**src/rtl/vga_timing_pkg.sv**
```systemverilog
// Shared timing constants and helpers for the VGA raster timing generator.
// Default values describe 800x600@72 Hz on a 50 MHz pixel clock.
package vga_timing_pkg;

    localparam int HST_W = 11;
    localparam int VST_W = 10;

    localparam int H_VISIBLE_DEF = 800;
    localparam int H_FP_DEF      = 56;
    localparam int H_SYNC_DEF    = 120;
    localparam int H_BP_DEF      = 64;
    localparam int V_VISIBLE_DEF = 600;
    localparam int V_FP_DEF      = 37;
    localparam int V_SYNC_DEF    = 6;
    localparam int V_BP_DEF      = 23;

    typedef struct packed {
        logic [15:0] lo;
        logic [15:0] hi;
    } sync_win_t;

    // Sync window is [lo, hi): it starts right after the front porch.
    function automatic sync_win_t sync_window(input int visible, input int fp, input int sync);
        sync_win_t w;
        w.lo = 16'(visible + fp);
        w.hi = 16'(visible + fp + sync);
        return w;
    endfunction

endpackage

```
**src/rtl/vga_axis_cnt.sv**
```systemverilog
// One raster axis: wrap counter with step enable, wrap flag and sync/active decode.
// Sync is registered from the next count so it always matches the presented position.
module vga_axis_cnt #(
    parameter int W      = 11,
    parameter int TOTAL  = 1040,
    parameter int VIS    = 800,
    parameter int WIN_LO = 856,
    parameter int WIN_HI = 976,
    parameter bit POL    = 1'b1
) (
    input  logic         clk,
    input  logic         rst,
    input  logic         step,
    output logic [W-1:0] pos,
    output logic         sync,
    output logic         act_nxt,
    output logic         wrap
);

    localparam logic [W-1:0] LAST  = W'(TOTAL - 1);
    localparam logic [W-1:0] VIS_L = W'(VIS);
    localparam logic [W-1:0] LO_L  = W'(WIN_LO);
    localparam logic [W-1:0] HI_L  = W'(WIN_HI);

    logic [W-1:0] pos_r;
    logic [W-1:0] nxt_s;
    logic         sync_r;
    logic         sync_nxt_s;

    // Next position and its decode.
    always_comb begin
        nxt_s = pos_r;
        wrap  = 1'b0;
        if (step) begin
            if (pos_r == LAST) begin
                nxt_s = {W{1'b0}};
                wrap  = 1'b1;
            end else begin
                nxt_s = pos_r + W'(1);
            end
        end else begin
            nxt_s = pos_r;
        end
        act_nxt = (nxt_s < VIS_L);
        if ((nxt_s >= LO_L) && (nxt_s < HI_L)) begin
            sync_nxt_s = POL;
        end else begin
            sync_nxt_s = ~POL;
        end
    end

    // Position and sync registers.
    always_ff @(posedge clk) begin
        if (rst) begin
            pos_r  <= LAST;
            sync_r <= ~POL;
        end else begin
            pos_r  <= nxt_s;
            sync_r <= sync_nxt_s;
        end
    end

    assign pos  = pos_r;
    assign sync = sync_r;

endmodule

```
**src/rtl/vga_timing_gen.sv**
```systemverilog
// VGA raster timing generator: position counters, syncs, data-enable and strobes.
// Optional 16-bit frame counter port when VGA_TIMING_FRAME_CNT_EN is defined.
module vga_timing_gen
    import vga_timing_pkg::*;
#(
    parameter int H_VISIBLE = H_VISIBLE_DEF,
    parameter int H_FP      = H_FP_DEF,
    parameter int H_SYNC    = H_SYNC_DEF,
    parameter int H_BP      = H_BP_DEF,
    parameter int V_VISIBLE = V_VISIBLE_DEF,
    parameter int V_FP      = V_FP_DEF,
    parameter int V_SYNC    = V_SYNC_DEF,
    parameter int V_BP      = V_BP_DEF,
    parameter bit H_POL     = 1'b1,
    parameter bit V_POL     = 1'b1
) (
    input  logic             clk,
    input  logic             rst,
    input  logic             en,
    output logic [HST_W-1:0] hst,
    output logic [VST_W-1:0] vst,
    output logic             hsync,
    output logic             vsync,
    output logic             de,
    output logic             line_start,
    output logic             frame_start
`ifdef VGA_TIMING_FRAME_CNT_EN
    ,
    output logic [15:0]      frame_cnt
`endif
);

    localparam int H_TOTAL = H_VISIBLE + H_FP + H_SYNC + H_BP;
    localparam int V_TOTAL = V_VISIBLE + V_FP + V_SYNC + V_BP;
    localparam sync_win_t H_WIN = sync_window(H_VISIBLE, H_FP, H_SYNC);
    localparam sync_win_t V_WIN = sync_window(V_VISIBLE, V_FP, V_SYNC);

    if ((H_TOTAL > 2048) || (V_TOTAL > 1024) ||
        (H_FP == 0) || (H_SYNC == 0) || (H_BP == 0) ||
        (V_FP == 0) || (V_SYNC == 0) || (V_BP == 0)) begin : g_param_check
        $error("vga_timing_gen: invalid timing parameters");
    end

    logic h_wrap_s;
    logic v_wrap_s;
    logic h_act_s;
    logic v_act_s;
    logic de_r;
    logic line_start_r;
    logic frame_start_r;

    vga_axis_cnt #(
        .W(HST_W), .TOTAL(H_TOTAL), .VIS(H_VISIBLE),
        .WIN_LO(int'(H_WIN.lo)), .WIN_HI(int'(H_WIN.hi)), .POL(H_POL)
    ) u_h (
        .clk(clk), .rst(rst), .step(en),
        .pos(hst), .sync(hsync), .act_nxt(h_act_s), .wrap(h_wrap_s)
    );

    // Vertical axis advances once per horizontal wrap.
    vga_axis_cnt #(
        .W(VST_W), .TOTAL(V_TOTAL), .VIS(V_VISIBLE),
        .WIN_LO(int'(V_WIN.lo)), .WIN_HI(int'(V_WIN.hi)), .POL(V_POL)
    ) u_v (
        .clk(clk), .rst(rst), .step(h_wrap_s),
        .pos(vst), .sync(vsync), .act_nxt(v_act_s), .wrap(v_wrap_s)
    );

    // Data-enable and strobes, registered alongside the counters.
    always_ff @(posedge clk) begin
        if (rst) begin
            de_r          <= 1'b0;
            line_start_r  <= 1'b0;
            frame_start_r <= 1'b0;
        end else begin
            de_r          <= h_act_s & v_act_s;
            line_start_r  <= h_wrap_s;
            frame_start_r <= h_wrap_s & v_wrap_s;
        end
    end

    assign de          = de_r;
    assign line_start  = line_start_r;
    assign frame_start = frame_start_r;

`ifdef VGA_TIMING_FRAME_CNT_EN
    logic [15:0] frame_cnt_r;

    // Frame counter steps together with the frame_start strobe.
    always_ff @(posedge clk) begin
        if (rst) begin
            frame_cnt_r <= 16'd0;
        end else if (h_wrap_s & v_wrap_s) begin
            frame_cnt_r <= frame_cnt_r + 16'd1;
        end else begin
            frame_cnt_r <= frame_cnt_r;
        end
    end

    assign frame_cnt = frame_cnt_r;
`else
    // No frame counter in this build.
`endif

endmodule

```
**config.mk**
```make
export PLATFORM = sky130hd
export DESIGN_NAME = vga_timing_gen
export DESIGN_NICKNAME = d
export VERILOG_FILES = /design/src/rtl/vga_timing_pkg.sv /design/src/rtl/vga_axis_cnt.sv /design/src/rtl/vga_timing_gen.sv
export SDC_FILE = /design/constraint.sdc
export NUM_CORES = 1
export LEC_CHECK = 0
export ABC_CLOCK_PERIOD_IN_PS = 7800
export BUFFER_PORTS_ARGS = -buffer_cell sky130_fd_sc_hd__buf_2
export CORE_AREA = 2 2 56 58
export CTS_CLUSTER_DIAMETER = 200
export CTS_CLUSTER_SIZE = 14
export DETAILED_ROUTE_END_ITERATION = 12
export DIE_AREA = 0 0 58 60
export HOLD_SLACK_MARGIN = 0.05
export PLACE_DENSITY = 0.82
export SYNTH_ARGS = -nofsm -noshare
export SYNTH_HDL_FRONTEND = slang
export SYNTH_SLANG_ARGS = --single-unit
```
**constraint.sdc**
```tcl
create_clock -name clk -period 7.8 [get_ports clk]
set_input_delay 0.39 -clock clk [delete_from_list [all_inputs] [get_ports clk]]
set_output_delay 0.39 -clock clk [all_outputs]
set_load 0.005 [all_outputs]
```
**Word-level counts from Yosys, hierarchy flattened**

Cells that the tools add are included.

- Flip-flop bits (word level): 26
- Latch bits: 0
- Bits in read-only memories: 0
- RAM bits: 0
- Word-level logic and storage cells: 31
- Memories: 0

- Bitwise gates (word level): 2
- $mul: 0
- Reduce and logical (&&, ||, !) cells: 2
- Equality and inequality tests: 2
- Div/mod/pow operators: 0
- Add/sub/neg operators: 2
- Multiplexer cells: 10
- Order comparisons: 6
- Shifts and indexed selects: 0

Operators by type and width:

| kind | count |
|---|---|
| $lt A11 B10 Y1 const B | 2 |
| $mux W11 | 2 |
| $lt A10 B10 Y1 const B | 2 |
| $mux W10 | 2 |
| $add A11 B1 Y11 const B | 1 |
| $eq A11 B11 Y1 const B | 1 |
| $ge A11 B10 Y1 const B | 1 |
| $add A10 B1 Y10 const B | 1 |
| $eq A10 B10 Y1 const B | 1 |
| $ge A10 B10 Y1 const B | 1 |
| $mux W1 | 6 |
| $and A1 B1 Y1 | 2 |
| $logic_and A1 B1 Y1 | 2 |

**Longest topological paths before layout**

Gate-level depths: netlist (run 1).

- Depth in word-level cells: 7
- Depth in mapped cells: 9

**Cells and area by module**

From an unflattened synthesis (run 1), not the netlist that was laid out.

- Cells, all modules: 195
- Area, all modules: 1644.1 um^2

Modules (own cells, without submodules):

| module | cells each | sequential area each (um^2) | times used | area an instance (um^2) |
|---|---|---|---|---|
| vga_axis_cnt at u_v | 101 | 220.2 | 1 | 815.8 |
| vga_axis_cnt at u_h | 88 | 240.2 | 1 | 739.5 |
| vga_timing_gen | 6 | 60.1 | 1 | 88.8 |

**Worst setup path before layout (run 1)**

Ideal clock, no wire load.

- Kind: register to register
- From: register u_h.pos_r[6] (netlist: u_h.pos[6])
- To: register de_r (netlist: de)
- Clock period less this slack: 2.649 ns
- Data arrival time: 2.526 ns
- Path slack: 5.151 ns
- Stages on the path, launching flop included: 9
- Cells stage by stage: dfxtp_1 -> buf_4 -> or4_4 -> or4_4 -> buf_6 -> or4_4 -> and2_4 -> a211oi_2 -> nor4b_2

- Longest elaborated chain between the ends: 6

Ends and longest elaborated chain:

| item | RTL line | RTL |
|---|---|---|
| start: declaration | vga_axis_cnt.sv:25 | `logic [W-1:0] pos_r;` |
| start signal: assignment | vga_axis_cnt.sv:58 | `pos_r <= nxt_s;` |
| branches (longest 5 deep; another with $add A11 B1 Y11) | n/a |  |
| $and A1 B1 Y1 * | vga_timing_gen.sv:76 | `de_r <= h_act_s & v_act_s;` |
| end signal: assignment | vga_timing_gen.sv:76 |  |
| end: declaration | vga_timing_gen.sv:48 | `logic de_r;` |

Mark *: on every way between the ends.
A chain may end at the register's enable or synchronous reset.

**Worst setup path in the final report (run 1)**

- From: register u_h.pos_r[0] (netlist: u_h.pos[0])
- To: register de_r (netlist: de)

The elaborated chain is that of the path after synthesis.

==> out/results.ini, run 1 <==
[detailed_routing]
firstDrtPassIters = 4
wirelength_mm = 3.99
antenna_left = 0
via_per_inst = 6.27
drc = 0
vias = 1630
drt_iter0_markers = 111
avgRoutedWirePerCell_um = 15.3

[place]
preCtsSetupSlack_ns = 5.06
place.port_buffers = 28
gp_congestion = 0.906
dp_hpwl_mm = 2.83

[cts]
path_clk_slew_ns = 0.14
clock_latency_ns = 0.33
cts_setup_buffers = 0
post_cts_resized = 0
clock_tree.root_cell = clkbuf_4
cts_htree_levels = 1
cts-buffers-inserted = 3
cts_tree = built
clock-sinks = 26
clockBufferDepth = 2
cts_hold_buf = 0

[layout]
utilization_pct = 62.8
n_antenna_cell = 0
final_cell_mix = buf_2 (28), dfxtp_1 (26), nand2_1 (19)
fillers = 267
area_delta_synth_final_pct = 9.80
nNetsFinal = 234
final_common_cell = buf_2
drive_gt1_share_pct = 18.9

[floorplanning]
floorplan.core_area_sq_um = 2900
die_w_um = 58
initial_core_util_pct = 57.2
fp-row-count = 20
die-area_sq_um = 3480
ioPinCount = 29
dieHeight_um = 60

[critical_path]
worst_path_max_delay_cell = or4_4
endpoint_kind = register
crit_path_frequent_cell = or4_4
path_buf_inv = 0
cp_max_fo = 17
crit_chain = ha_1, nand4b_1, or4_4, or4_4, and2_4, a211oi_2, nor4b_2
arrival_ns = 3.01
critPathRequiredTime_ns = 8.03
crit_type = register to register
critPathLaunchType = register
crit_family = simple AND/OR/NAND/NOR gates
cpPeakStageDelay_ns = 0.70

[synthesis]
synth-main-ff-cell = dfxtp_1
yosysUniqueCellTypes = 52
synth_cells = 211
synthesis.nets = 217
synth_warnings = 0
async_flop_share_pct = 0
ys_seq_elements = 26
netlist_area_sq_um = 1660
synth_edf_count = 0
ys_seq_area_share_pct = 31.3
avgSynthCellArea_sq_um = 7.87

[timing]
finalSetupViolCount = 0
worst_slew_pin_slew_ns = 0.537
period_needed_ns = 2.78
rsz0062_at_grt = no
skew_ns = 0.00694
worst_slack_ns = 5.02
finalHoldViolCount = 0
setup_tns_ns = 0
fin_crit_sh_pct = 35.6
max_slew_margin_pct = 63.9
final-max-slew-violation-count = 0
clock.fmax_mhz = 360

[grt]
antenna_found_initial = 0
grt_max_degree = 25
overflow = 0
grt_pass1_wl_mm = 6.47
grt_pass1_vias = 1461
grt_use_total_pct = 24.2

[flow_run]
drv_cap = 0

[status]
outcome = completed

[power]
p_per_area_nw_per_um2 = 199
power.leakage_nw = 0.728
irDropWorstVdd_v = 0.000159

[worst_hold_path]
hp-class = input pin to register

## worst reg2reg max path, cell delays in order, from the launching register on
cell      delay (ns)
dfxtp_1         0.45
ha_1            0.27
nand4b_1        0.24
or4_4           0.70
or4_4           0.56
and2_4          0.18
a211oi_2        0.20
nor4b_2         0.08
## where the power goes
part           internal, mW  switching [mW]  leakage (nW)  total [mW]
Sequential            0.142          0.0159         0.212       0.158
Clock                0.0520          0.0410        0.0279      0.0930
Combinational        0.0452          0.0660         0.488       0.111
Total                 0.240           0.123         0.728       0.362
## Yosys cell counts, types with 2 or more instances
library cell	n	area share (%)
dfxtp_1	26	31
a21oi_1	14	4.2
o31ai_1	2	0.90
nor4_1	4	1.5
or2_2	2	0.75
o211ai_1	2	0.90
a211o_1	6	3.2
xnor2_1	7	3.7
nor2_1	17	3.8
a32oi_1	3	1.6
or4_4	3	2.0
a211oi_1	3	1.4
o21ai_0	5	1.5
mux2i_1	2	1.2
buf_6	2	1.4
nor3b_1	3	1.4
clkbuf_1	12	2.7
and3_1	7	2.6
nor3_1	12	3.6
and2_1	3	1.1
nand3_1	14	4.2
nand2_1	19	4.3
ha_1	3	2.3
nand4_1	3	1.1
inv_1	7	1.6
buf_2	2	0.60
o311ai_0	2	1.1
or3_1	2	0.75
## final timing paths
path	cells past startpoint	start	to	slack (ns)
setup / recovery	7	u_h.pos[0]$_SDFF_PP1_	de$_SDFF_PP0_	5.02
setup reg to reg	7	u_h.pos[0]$_SDFF_PP1_	de$_SDFF_PP0_	5.02
hold reg to reg	2	u_h.pos[1]$_SDFF_PP1_	u_h.pos[1]$_SDFF_PP1_	0.57
hold / removal	3	en	u_h.pos[1]$_SDFF_PP1_	0.36
## layout make-up
| type | count | area (sq um) | share of cell area, % |
|---|---|---|---|
| Clock buffer | 3 | 22.5 | 1.24 |
| Clock inverter | 1 | 30.0 | 1.65 |
| Inverter | 7 | 26.3 | 1.44 |
| Multi-Input combinational cell | 161 | 1030 | 56.8 |
| Sequential cell | 26 | 520 | 28.6 |
| Tap cell | 33 | 41.3 | 2.26 |
| Timing Repair Buffer | 29 | 148 | 8.10 |
## kinds of logic after synthesis
group	Yosys count	synth area share [%]
AND/OR/NAND/NOR	98	32.6
multiplexers	2	1.21
XOR/XNOR	8	4.22
adder cells (fa/ha/maj)	3	2.26
flip-flops	26	31.3
buffers and inverters	24	6.71
AO/OA/AOI/OAI	50	21.6
## metal layers
layer  part of all wire (%)  track usage [%]  wire length, um  vias up
li1                       -                -                -      814
met1                     43             30.2             1730      749
met2                     49             41.1             1950       53
met3                    4.4             2.16              176       14
met4                    3.4             14.0              134        0
met5                      0                0                0        -
## through the flow
step | instances | power [mW] | instance area (sq um) | hold slack [ns]
global route | 260 | 0.382 | 1820 | 0.369
detailed placement | 256 | 0.270 | 1770 | 0.539
CTS | 260 | 0.363 | 1820 | 0.356
global placement | 256 | 0.269 | 1770 | 0.524
finish | 260 | 0.362 | 1820 | 0.362
floorplan | 211 | 0.244 | 1660 | 0.521
## sequential cells by signal, indices dropped and copies added, names as in the netlist
name	flops
u_h.pos	11
u_v.pos	10
de	1
frame_start	1
line_start	1
u_h.sync	1
u_v.sync	1
No activity file was read; power rests on OpenSTA's default activity.
==> inputs of run 2 (changes only) <==
Settings changed: ABC_CLOCK_PERIOD_IN_PS 7800 to 2500, CORE_AREA 2 2 56 58 to 2 2 61 63, DIE_AREA 0 0 58 60 to 0 0 63 65, PLACE_DENSITY 0.82 to 0.73.
Clock period 7.8 ns to 2.5 ns, I/O delays scaled along.
==> out/results.ini, run 2 (synthesis gave the netlist of run 1 again) <==
[detailed_routing]
avgRoutedWirePerCell_um = 14.8  ; -3.1%
drc = 0  ; unchanged
antenna_left = 0  ; unchanged
drt_iter0_markers = 67  ; -40%
firstDrtPassIters = 4  ; unchanged
wirelength_mm = 4.29  ; +7.7%
vias = 1694  ; +3.9%
via_per_inst = 5.86  ; -6.5%

[critical_path]
reg2reg_slack_ns = 0.06  ; -4.96 ns
cpPeakStageDelay_ns = 0.56  ; -0.14 ns
worst_r2r_startpoint = u_h.pos[6]$_SDFF_PP0_
crit_type = register to register
rr_endpoint = de$_SDFF_PP0_
cp_max_fo = 8  ; -9
reg2reg_depth = 6  ; -1
endpoint_kind = register
crit_path_frequent_cell = or4_4
critPathLaunchType = register
arrival_ns = 2.68  ; -0.33 ns
critPathRequiredTime_ns = 2.74  ; -5.29 ns
crit_chain = or4_4, or4_4, or4_4, and2_4, a211oi_2, nor4b_2
startpoint = u_h.pos[6]$_SDFF_PP0_
worst_path_max_delay_cell = or4_4

[timing]
finalSetupViolCount = 0  ; unchanged
period_needed_ns = 2.44  ; -0.341 ns
worst_slew_pin_slew_ns = 0.459  ; -0.0780 ns
fin_crit_sh_pct = 97.5  ; +62 points
whs_ns = 0.0668  ; -0.295 ns
final-max-slew-violation-count = 0  ; unchanged
skew_ns = 0.00599  ; -0.000944 ns
finalHoldViolCount = 0  ; unchanged
rsz0062_at_grt = no
max_slew_margin_pct = 69.0  ; +5.1 points
clock.fmax_mhz = 410  ; +14%

[grt]
grt_use_total_pct = 21.5  ; -2.8 points
overflow = 0  ; unchanged
grt_pass1_wl_mm = 7.03  ; +8.6%
grt_pass1_vias = 1535  ; +5.1%
antenna_found_initial = 0  ; unchanged
grt_max_degree = 25  ; unchanged

[floorplanning]
dieHeight_um = 65  ; +8.3%
die-area_sq_um = 4100  ; +18%
ioPinCount = 29  ; unchanged
fp-row-count = 22  ; +10%
initial_core_util_pct = 47.5  ; -9.7 points
floorplan.core_area_sq_um = 3500  ; +20%
die_w_um = 63  ; +8.6%

[cts]
clock-sinks = 26  ; unchanged
cts_tree = built
clockBufferDepth = 2  ; unchanged
cts_htree_levels = 1  ; unchanged
cts_setup_buffers = 0  ; unchanged
cts_hold_buf = 0  ; unchanged
clock_tree.root_cell = clkbuf_4
cts-buffers-inserted = 3  ; unchanged
clock_latency_ns = 0.34  ; about the same
path_clk_slew_ns = 0.15  ; about the same
post_cts_resized = 0  ; unchanged

[layout]
drive_gt1_share_pct = 24.9  ; +6.0 points
final_cell_mix = buf_2 (28), dfxtp_1 (25), nand2_1 (19)
largest_reg_flops = 11  ; unchanged
nNetsFinal = 248  ; +6.0%
final_common_cell = buf_2
area_delta_synth_final_pct = 18.6
n_antenna_cell = 0  ; unchanged
utilization_pct = 56.3  ; -6.5 points

[worst_hold_path]
hold_path_end = u_h.pos[1]$_SDFF_PP1_
hp-start = en
hp-class = input pin to register
hold_depth = 3  ; unchanged

[flow_run]
drv_cap = 0  ; unchanged

[place]
gp_congestion = 0.859  ; -5.2%
place.port_buffers = 28  ; unchanged
dp_hpwl_mm = 3.14  ; +11%

[power]
p_per_area_nw_per_um2 = 599  ; +200%
power.leakage_nw = 0.813  ; +12%
irDropWorstVdd_v = 0.000300  ; +88%

[status]
outcome = completed

==> run 2: worst max-delay path, delay by kind of cell (launching register included) <==
kind | cells | cell delay, ns
AND/OR/NAND/NOR | 5 | 1.76
AO/OA/AOI/OAI | 1 | 0.23
flip-flops | 1 | 0.35
==> run 2: metrics by stage <==
stage               cells  cell area, sq um  setup slack, ns  power, mW  TNS [ns]
finish                289              1970           0.0615       1.18         0
global route          289              1970           0.0291       1.25         0
CTS                   289              1960           0.0663       1.18         0
detailed placement    285              1900           0.0944      0.887         0
global placement      285              1900            0.111      0.884         0
floorplan             211              1680          -0.0256      0.764   -0.0256
==> run 2: where the power goes <==
group          internal (mW)  switching [mW]  total, mW
registers              0.444          0.0388      0.483
logic                  0.175           0.225      0.400
clock network          0.162           0.134      0.296
total                  0.781           0.398       1.18
==> run 2: how the worst max path moves through the flow <==
stage / cells after the start / end
after floorplan: 8 / de$_SDFF_PP0_
after global placement: 6 / de$_SDFF_PP0_
after detailed placement: 6 / de$_SDFF_PP0_
after CTS: 6 / de$_SDFF_PP0_
after global routing: 6 / de$_SDFF_PP0_
final: 6 / de$_SDFF_PP0_
==> run 2: per-layer routing <==
layer  wire length [um]  up-vias  track usage [%]
met5                  0        -                0
met3                175        9             3.30
met2               2040       42             37.2
met4                 78        0             10.0
met1               2000      797             26.0
li1                   -      846                -
==> run 2: layout make-up <==
cell class	count	area, sq um
Multi-Input combinational cell	161	1060
Clock inverter	1	30.0
Clock buffer	3	22.5
Fill cell	347	1530
Inverter	7	26.3
Timing Repair Buffer	43	253
Sequential cell	26	522
Tap cell	48	60.1
==> inputs of run 3 (changes only) <==
Settings changed: ABC_AREA set to 1, CORE_AREA 2 2 61 63 to 2 2 63 65, DIE_AREA 0 0 63 65 to 0 0 65 67, REMOVE_ABC_BUFFERS set to 1.
==> out/results.ini, run 3 <==
[status]
outcome = completed

[critical_path]
cp_max_fo = 17  ; +9
crit_type = register to register
crit_family = simple AND/OR/NAND/NOR gates
crit_path_frequent_cell = nand2_1
worst_r2r_startpoint = u_h.pos[0]$_SDFF_PP1_
cpPeakStageDelay_ns = 0.47  ; -0.09 ns
critPathRequiredTime_ns = 2.71  ; -0.03 ns
worst_path_max_delay_cell = dfxtp_1
startpoint = u_h.pos[0]$_SDFF_PP1_
endpoint_kind = register
arrival_ns = 2.30  ; -0.38 ns
critPathLaunchType = register
crit_chain = ha_1, nand3_2, nor2_4, nand3_4, nand2_1, inv_1, nor2_1, nand2_1, nor2_1, nand2_1, nand2_1, nand3_2, nor2_2
path_buf_inv = 1  ; +1

[timing]
period_needed_ns = 2.09  ; -0.351 ns
worst_slew_pin_slew_ns = 0.390  ; -0.0694 ns
finalSetupViolCount = 0  ; unchanged
max_slew_margin_pct = 73.7  ; +4.8 points
clock.fmax_mhz = 479  ; +17%
final-max-slew-violation-count = 0  ; unchanged
skew_ns = 0.00642  ; +0.000422 ns
rsz0062_at_grt = no
fin_crit_sh_pct = 83.5  ; -14 points
finalHoldViolCount = 0  ; unchanged
setup_tns_ns = 0  ; unchanged

[power]
p_per_area_nw_per_um2 = 621  ; +3.8%
irDropWorstVdd_v = 0.000288  ; -4.0%
power.leakage_nw = 0.987  ; +21%

[grt]
antenna_found_initial = 0  ; unchanged
grt_max_degree = 18  ; -28%
grt_pass1_wl_mm = 7.52  ; +7.0%
grt_use_total_pct = 22.0  ; +0.48 points
grt_pass1_vias = 1629  ; +6.1%
overflow = 0  ; unchanged

[detailed_routing]
antenna_left = 0  ; unchanged
vias = 1837  ; +8.4%
firstDrtPassIters = 4  ; unchanged
wirelength_mm = 4.34  ; +1.2%
via_per_inst = 5.05  ; -14%
drc = 0  ; unchanged
drt_iter0_markers = 130  ; +94%
avgRoutedWirePerCell_um = 11.9  ; -20%

[synthesis]
yosys.cell_count.top_type = nand2_1
synth_cells = 289  ; +37%
synth_edf_count = 0  ; unchanged
synth_top_area_share_pct = 29.2  ; -2.2 points
synth_warnings = 0  ; unchanged
synth-main-ff-cell = dfxtp_1
synth_area_leader_cell = dfxtp_1
ys_seq_area_share_pct = 29.2  ; -2.2 points
ys_seq_elements = 26  ; unchanged
synth_common_cells = nand2_1 (84), nor2_1 (47), inv_1 (32)
yosysUniqueCellTypes = 31  ; -40%
avgSynthCellArea_sq_um = 6.18  ; -21%
async_flop_share_pct = 0  ; unchanged
netlist_area_sq_um = 1790  ; +7.5%
synth.area.top_cells = dfxtp_1 (29%), nand2_1 (18%), nor2_1 (9.9%)

[place]
dpl.cell_count = 360  ; +26%
dp_hpwl_mm = 3.34  ; +6.3%
place.port_buffers = 28  ; unchanged
gp_congestion = 0.850  ; -1.1%

[worst_hold_path]
hp-class = input pin to register
hp-start = rst

[floorplanning]
initial_core_util_pct = 49.5  ; +2.0 points
die-area_sq_um = 4360  ; +6.3%
dieHeight_um = 67  ; +3.1%
die_w_um = 65  ; +3.2%
fp-row-count = 22  ; unchanged
ioPinCount = 29  ; unchanged
floorplan.core_area_sq_um = 3610  ; +3.1%

[layout]
nNetsFinal = 323  ; +30%
final_common_cell = nand2_1
n_antenna_cell = 0  ; unchanged
area_delta_synth_final_pct = 12.2
largest_reg_flops = 11  ; unchanged
final_cell_mix = nand2_1 (84), nor2_1 (47), inv_1 (32)
finalNonFillerCells = 364  ; +26%
drive_gt1_share_pct = 17.4  ; -7.5 points

[cts]
cts_hold_buf = 0  ; unchanged
cts_tree = built
post_cts_resized = 0  ; unchanged
clock_tree.root_cell = clkbuf_8
clock-sinks = 26  ; unchanged
clockBufferDepth = 2  ; unchanged
clock_latency_ns = 0.27  ; -0.07 ns
cts_htree_levels = 1  ; unchanged
path_clk_slew_ns = 0.10  ; -0.05 ns
cts-buffers-inserted = 3  ; unchanged
cts_setup_buffers = 0  ; unchanged

[flow_run]
drv_cap = 0  ; unchanged

==> run 3: cell types whose count changed after synthesis, moves of 6 or more <==
cell / change
nand2_1: +65
nor2_2: +7
nand3_1: +12
nor3_1: -6
and3_1: -6
inv_1: +25
o21ai_1: +6
a21oi_1: -7
clkbuf_1: -10
xnor2_1: -6
nor2_1: +30
a211o_1: -6
==> run 3: area by class of cell <==
type                            count  area [sq um]
Clock buffer                        4          55.1
Tap cell                           48          60.1
Inverter                           34           128
Fill cell                         369          1600
Multi-Input combinational cell    224          1100
Sequential cell                    26           520
Timing Repair Buffer               28           140
==> run 3: cells by family after synthesis <==
kind of cell | count (synthesis) | synth area share (%)
simple gates | 194 | 50.3
compound gates | 21 | 6.24
flops | 26 | 29.2
fa+ha+maj | 3 | 2.10
xor+xnor | 6 | 2.94
buf+inv | 39 | 9.25
==> run 3: path summary, 6_finish.rpt <==
kind / to / slack, ns / cells past startpoint
max: u_v.sync$_SDFF_PP0_ / 0.41 / 13
min: u_h.pos[7]$_SDFF_PP0_ / 0.23 / 2
max reg2reg: u_v.sync$_SDFF_PP0_ / 0.41 / 13
min reg2reg: u_h.pos[1]$_SDFF_PP1_ / 0.56 / 2
==> run 3: where the power goes <==
part | leakage, nW | total (mW) | internal [mW] | switching [mW]
Clock | 0.0288 | 0.279 | 0.141 | 0.138
Sequential | 0.212 | 0.514 | 0.455 | 0.0584
Combinational | 0.746 | 0.452 | 0.161 | 0.291
Total | 0.987 | 1.24 | 0.757 | 0.487
==> run 3: worst reg2reg max path, stage by stage (launching register included) <==
cell	delay, ns
dfxtp_1	0.47
ha_1	0.26
nand3_2	0.11
nor2_4	0.15
nand3_4	0.20
nand2_1	0.12
inv_1	0.05
nor2_1	0.17
nand2_1	0.08
nor2_1	0.16
nand2_1	0.08
nand2_1	0.07
nand3_2	0.06
nor2_2	0.07
==> run 3: routing by layer <==
metal	vias to the layer above	GRT usage [%]	share of wire [%]
met1	811	32.0	51
met5	-	0	0
li1	971	-	-
met2	53	33.9	44
met4	0	5.32	0.76
met3	2	3.04	5.1
==> run 3: stage by stage <==
stage	utilization (%)	worst slack (ns)	power, mW	area [sq um]	hold WS (ns)
2_1_floorplan	-	0.664	0.840	1750	0.194
3_3_place_gp	54.0	0.465	0.970	1950	0.500
3_5_place_dp	54.0	0.438	0.973	1950	0.502
4_1_cts	55.6	0.415	1.25	2000	0.230
5_1_grt	55.6	0.178	1.35	2000	0.226
6_report	55.6	0.413	1.24	2000	0.230
